## src/rtl/data_demux_pkg.sv

```systemverilog
// Shared constants for the receive-side frame demultiplexer.
// Frame layout: address, data high, data low, 8-bit wrap-around checksum.
package data_demux_pkg;

    localparam logic [1:0] S_ADDR = 2'd0;
    localparam logic [1:0] S_HI   = 2'd1;
    localparam logic [1:0] S_LO   = 2'd2;
    localparam logic [1:0] S_CS   = 2'd3;

    localparam logic [7:0] ADDR_0 = 8'h00;
    localparam logic [7:0] ADDR_1 = 8'h01;

    localparam int FRAME_BYTES = 4;
    localparam int TO_W        = 20;

    function automatic logic [7:0] frame_sum(input logic [7:0] a, input logic [7:0] h,
                                             input logic [7:0] l);
        return a + h + l;
    endfunction

endpackage

```

## src/rtl/data_demux_strobe_edge.sv

```systemverilog
// Rising-edge detector for a receiver byte-valid level.
// pre_strb resets high so a strobe held through reset release is not taken as a new byte.
module strobe_edge (
    input  logic clk,
    input  logic reset,
    input  logic strb,
    output logic accept
);

    logic pre_strb_q, pre_strb_d;

    always_comb pre_strb_d = strb;

    always_ff @(posedge clk) begin
        if (!reset) pre_strb_q <= 1'b1;
        else        pre_strb_q <= pre_strb_d;
    end

    assign accept = strb & ~pre_strb_q;

endmodule

```

## src/rtl/data_demux.sv

```systemverilog
// Parses 4-byte frames and writes {hi,lo} to data_out_0/1 selected by the address byte.
// Define DATA_DEMUX_TIMEOUT_EN to abandon a partial frame after TIMEOUT_CYCLES idle cycles.
module data_demux
    import data_demux_pkg::*;
#(
    parameter int TIMEOUT_CYCLES = 50000
) (
    input  logic        clk,
    input  logic        reset,
    input  logic [7:0]  rx_data,
    input  logic        rx_strb,
    output logic [15:0] data_out_0,
    output logic [15:0] data_out_1,
    output logic        upd_0,
    output logic        upd_1,
    output logic        frame_err
);

    if (TIMEOUT_CYCLES < 2 || TIMEOUT_CYCLES > (1 << TO_W) - 1) begin : g_bad_timeout
        $error("data_demux: TIMEOUT_CYCLES out of range");
    end

    logic        accept;
    logic        timeout_hit;
    logic [1:0]  state_q, state_d;
    logic [7:0]  addr_q, addr_d, hi_q, hi_d, lo_q, lo_d;
    logic [15:0] data0_q, data0_d, data1_q, data1_d;
    logic        upd0_q, upd0_d, upd1_q, upd1_d, err_q, err_d;

    strobe_edge u_strobe_edge (
        .clk    (clk),
        .reset  (reset),
        .strb   (rx_strb),
        .accept (accept)
    );

`ifdef DATA_DEMUX_TIMEOUT_EN
    logic [TO_W-1:0] cnt_q, cnt_d;

    always_comb begin
        timeout_hit = 1'b0;
        cnt_d       = cnt_q + 1'b1;
        if (accept || state_q == S_ADDR) begin
            cnt_d = '0;
        end else if (cnt_q == TO_W'(TIMEOUT_CYCLES - 1)) begin
            timeout_hit = 1'b1;
            cnt_d       = '0;
        end
    end

    always_ff @(posedge clk) begin
        if (!reset) cnt_q <= '0;
        else        cnt_q <= cnt_d;
    end
`else
    assign timeout_hit = 1'b0;
`endif

    always_comb begin
        state_d = state_q;
        addr_d  = addr_q;
        hi_d    = hi_q;
        lo_d    = lo_q;
        data0_d = data0_q;
        data1_d = data1_q;
        upd0_d  = 1'b0;
        upd1_d  = 1'b0;
        err_d   = 1'b0;
        // An accept on the expiry edge takes priority over the timeout.
        if (accept) begin
            case (state_q)
                S_ADDR: begin addr_d = rx_data; state_d = S_HI; end
                S_HI:   begin hi_d   = rx_data; state_d = S_LO; end
                S_LO:   begin lo_d   = rx_data; state_d = S_CS; end
                default: begin
                    state_d = S_ADDR;
                    if (rx_data == frame_sum(addr_q, hi_q, lo_q)) begin
                        if (addr_q == ADDR_0) begin
                            data0_d = {hi_q, lo_q};
                            upd0_d  = 1'b1;
                        end else if (addr_q == ADDR_1) begin
                            data1_d = {hi_q, lo_q};
                            upd1_d  = 1'b1;
                        end
                    end else begin
                        err_d = 1'b1;
                    end
                end
            endcase
        end else if (timeout_hit) begin
            state_d = S_ADDR;
            err_d   = 1'b1;
        end
    end

    always_ff @(posedge clk) begin
        if (!reset) begin
            state_q <= S_ADDR;
            addr_q  <= '0;
            hi_q    <= '0;
            lo_q    <= '0;
            data0_q <= '0;
            data1_q <= '0;
            upd0_q  <= 1'b0;
            upd1_q  <= 1'b0;
            err_q   <= 1'b0;
        end else begin
            state_q <= state_d;
            addr_q  <= addr_d;
            hi_q    <= hi_d;
            lo_q    <= lo_d;
            data0_q <= data0_d;
            data1_q <= data1_d;
            upd0_q  <= upd0_d;
            upd1_q  <= upd1_d;
            err_q   <= err_d;
        end
    end

    assign data_out_0 = data0_q;
    assign data_out_1 = data1_q;
    assign upd_0      = upd0_q;
    assign upd_1      = upd1_q;
    assign frame_err  = err_q;

endmodule

```

## config.mk

```make
export PLATFORM = sky130hd
export DESIGN_NAME = data_demux
export DESIGN_NICKNAME = d
export VERILOG_FILES = /design/src/rtl/data_demux_pkg.sv /design/src/rtl/data_demux_strobe_edge.sv /design/src/rtl/data_demux.sv
export SDC_FILE = /design/constraint.sdc
export NUM_CORES = 1
export LEC_CHECK = 0
export ABC_AREA = 1
export ABC_CLOCK_PERIOD_IN_PS = 3000
export CAP_MARGIN = 30
export CELL_PAD_IN_SITES_DETAIL_PLACEMENT = 1
export CELL_PAD_IN_SITES_GLOBAL_PLACEMENT = 2
export CORE_MARGIN = 8
export CORE_UTILIZATION = 28
export CTS_CLUSTER_SIZE = 8
export DETAILED_ROUTE_END_ITERATION = 7
export GPL_TIMING_DRIVEN = 0
export PLACE_DENSITY_LB_ADDON = 0.12
export SYNTH_ARGS = -nofsm -noshare
export SYNTH_HDL_FRONTEND = slang
export SYNTH_SLANG_ARGS = --single-unit
```

## constraint.sdc

```tcl
create_clock -name clk -period 3 [get_ports clk]
set_clock_uncertainty 0.2 [all_clocks]
set_input_delay 0.75 -clock clk [delete_from_list [all_inputs] [get_ports clk]]
set_output_delay 0.75 -clock clk [all_outputs]
set_load 0.005 [all_outputs]
```

==> results.json <==
{
  "clk_path_buf_depth": 2,
  "dieArea_sq_um": 14500,
  "timing_worst_slew_pin_value_ps": 670,
  "cts_tree": "yes",
  "rows": 38,
  "yosysMostFrequentCell": "nand2_1",
  "drt-initial-drc-count": 95,
  "syn_avg_cell_area_sq_um": 7.49,
  "crit_buf_inv": 2,
  "grt_max_degree": 12,
  "syn_inst": 407,
  "syn2layout_area_growth_pct": 40.2,
  "synth_edf_count": 0,
  "finalNetCount": 509,
  "ir_drop_mv": 0.202,
  "core_area_sq_um": 10700,
  "final_layout_size_suffix_gt1_share_pct": 23.5,
  "ff2ff_setup_slack_ps": -160,
  "reg2reg_depth": 13,
  "synth_cell_types": 29,
  "synth.area.top_cells": "dfxtp_1, nand2_1, a21oi_1",
  "num-fill-cells": 1334,
  "grtUsageMet1_pct": 17.2,
  "hold_violations": 0,
  "boundaryPins": 46,
  "finalSetupTns_ps": -3790,
  "antenna_found_initial": 0,
  "hold_ws_ps": 266,
  "vias": 2892,
  "async_flop_share_pct": 0,
  "fmax_mhz": 317,
  "slew_violations": 0,
  "vias_per_cell": 4.63,
  "synth_top_cell_by_area": "dfxtp_1",
  "arrival_ps": 3200,
  "use_met2_pct": 23.6,
  "path_cells": "fa_1, ha_2, fa_2, xnor2_2, nand3_1, nor2_1, nand4_1, nor2_4, buf_6, nand4_4, clkbuf_16, nor2_4, nor2_2",
  "setup_ws_ps": -156,
  "violations": "setup timing",
  "relSlewSlack_pct": 55.3,
  "startpoint": "lo_q[1]$_SDFFE_PN0P_",
  "fin_crit_sh_pct": 105,
  "crit_path_max_fanout": 5,
  "path_clk_slew_ps": 80,
  "grt_pass1_wl_microns": 15600,
  "path_depth": 13,
  "powerDensity_nw_per_um2": 389,
  "overflow": 0,
  "fin_util_pct": 39.8,
  "numPortBuffers": 45,
  "reg2reg_to": "data_out_1[11]$_SDFFE_PN0P_",
  "gp_congestion": 0.794,
  "regArea_sq_um": 1270,
  "crit_end": "data_out_1[11]$_SDFFE_PN0P_",
  "synth.yosys.seq_area_share_pct": 40.7,
  "crit-reg2reg-launch": "lo_q[1]$_SDFFE_PN0P_",
  "netlist_area_sq_um": 3050,
  "busiest_layer": "met2",
  "ys_warn_count": 0,
  "postRouteAntennaNets": 0,
  "die_x_microns": 120,
  "cts_inserted_buffers": 9,
  "max_cap_violations": 0,
  "finalInstanceArea_sq_um": 4270,
  "max_stage_delay_ps": 550,
  "cts_sinks": 62,
  "final_cells": 625,
  "dp_slack_ps": -427,
  "ys_top_cells_by_count": "nand2_1, dfxtp_1, a21oi_1, inv_1",
  "met3_usage_pct": 2.66,
  "ys_seq_elements": 62,
  "hpwl_microns": 7510,
  "cp_common_cell": "nor2_4",
  "cp_slowest_cell": "fa_2",
  "period_needed_ps": 3160,
  "setup_viol": 33,
  "status": "complete, but fails checks",
  "endpoint_kind": "flop",
  "firstDrtPassIters": 4,
  "ys.flop_type": "dfxtp_1",
  "antennaDiodeCount": 0,
  "initial_core_util_pct": 28.4,
  "multi_input_area_sq_um": 1760,
  "die_h_microns": 120,
  "synth_fp_nets": 436,
  "clockRootBuffer": "clkbuf_8",
  "cp-start-kind": "flop",
  "power_mw": 1.66,
  "route.detailed.drc": 0,
  "critPathTopFamily": "adder cells",
  "place_area_sq_um": 3670,
  "cts_max_level": 3,
  "dp.cells": 592,
  "clk_latency_ps": 340,
  "crit_required_ps": 3050,
  "hold_class": "reg2reg",
  "grt_usage_pct": 13.8,
  "synth_top_area_share_pct": 40.7,
  "drt-wirelength-per-cell_microns": 15.9,
  "worstSetupPathType": "reg2reg",
  "first_global_vias": 2956,
  "wl_microns": 9940,
  "rsz0062_at_grt": "true",
  "cts_hold_buf": 0,
  "leakagePower_nw": 1.71
}
==> flip-flops by register name, indices dropped and copies added, names as in the netlist <==
name                      count
state_q                       2
u_strobe_edge.pre_strb_q      1
data_out_0                   16
upd_0                         1
addr_q                        8
data_out_1                   16
hi_q                          8
frame_err                     1
upd_1                         1
lo_q                          8
==> cells in the final DEF (no fill, tap or decap), types with 4 or more instances in the layout <==
| cell | instances |
|---|---|
| dfxtp_1 | 46 |
| xnor2_1 | 4 |
| nand2_4 | 6 |
| clkbuf_1 | 13 |
| buf_6 | 6 |
| clkbuf_8 | 10 |
| fa_1 | 6 |
| dfxtp_2 | 11 |
| a21oi_1 | 31 |
| nand3_1 | 28 |
| nor3_1 | 4 |
| buf_4 | 13 |
| dfxtp_4 | 5 |
| nor2_4 | 12 |
| clkdlybuf4s50_1 | 45 |
| nand2_1 | 93 |
| a21oi_2 | 11 |
| nor2_1 | 19 |
| o21ai_0 | 5 |
| nand4_1 | 19 |
| nor2_2 | 11 |
| nand2_2 | 9 |
| ha_1 | 9 |
| inv_1 | 41 |
==> cells by family after synthesis <==
family / count (synthesis) / share of synthesized area (%)
AND/OR/NAND/NOR: 209 / 31.5
buffers and inverters: 63 / 8.50
flip-flops: 62 / 40.7
AO/OA/AOI/OAI: 49 / 8.17
adder cells (fa/ha/maj): 18 / 9.36
XOR/XNOR: 6 / 1.72
==> repair_timing <==
action,in CTS,in global routing
cloned,3,0
endpoints found under the setup margin,34,34
setup buffers,12,2
gates resized for setup,60,33
pin swaps,5,5
==> worst min path at each step <==
stage                                      from                          end  slack [ps]  depth (start not counted)
finish               data_out_0[7]$_SDFFE_PN0P_   data_out_0[7]$_SDFFE_PN0P_         270                          2
global route         data_out_0[3]$_SDFFE_PN0P_   data_out_0[3]$_SDFFE_PN0P_         290                          2
CTS                  data_out_0[2]$_SDFFE_PN0P_   data_out_0[2]$_SDFFE_PN0P_         270                          2
detailed placement   data_out_0[2]$_SDFFE_PN0P_   data_out_0[2]$_SDFFE_PN0P_         250                          2
global placement     data_out_0[9]$_SDFFE_PN0P_   data_out_0[9]$_SDFFE_PN0P_         260                          2
floorplan           data_out_0[10]$_SDFFE_PN0P_  data_out_0[10]$_SDFFE_PN0P_         260                          2
==> metal layers <==
layer / vias up / part of all wire, %
met5: - / 0
met4: 0 / 0.98
met3: 9 / 3.2
met2: 39 / 49
met1: 1388 / 47
li1: 1456 / -
==> layout make-up <==
type / count / share of cell area [%]
Inverter: 44 / 3.87
Tap cell: 140 / 4.10
Buffer: 19 / 2.61
Multi-Input combinational cell: 282 / 41.3
Timing Repair Buffer: 62 / 14.2
Clock buffer: 11 / 3.31
Sequential cell: 62 / 29.8
Clock inverter: 5 / 0.820
==> tightest hold or removal path: stages (launching register included) <==
cell and delay, ps:
dfxtp_1 320, nand2_2 60, a21oi_1 40
==> power by group <==
group          switching, mW  internal, mW
Clock                  0.354         0.323
Sequential           0.00898         0.827
Combinational          0.103        0.0475
Total                  0.466          1.20
(Power assumes the default switching activity.)
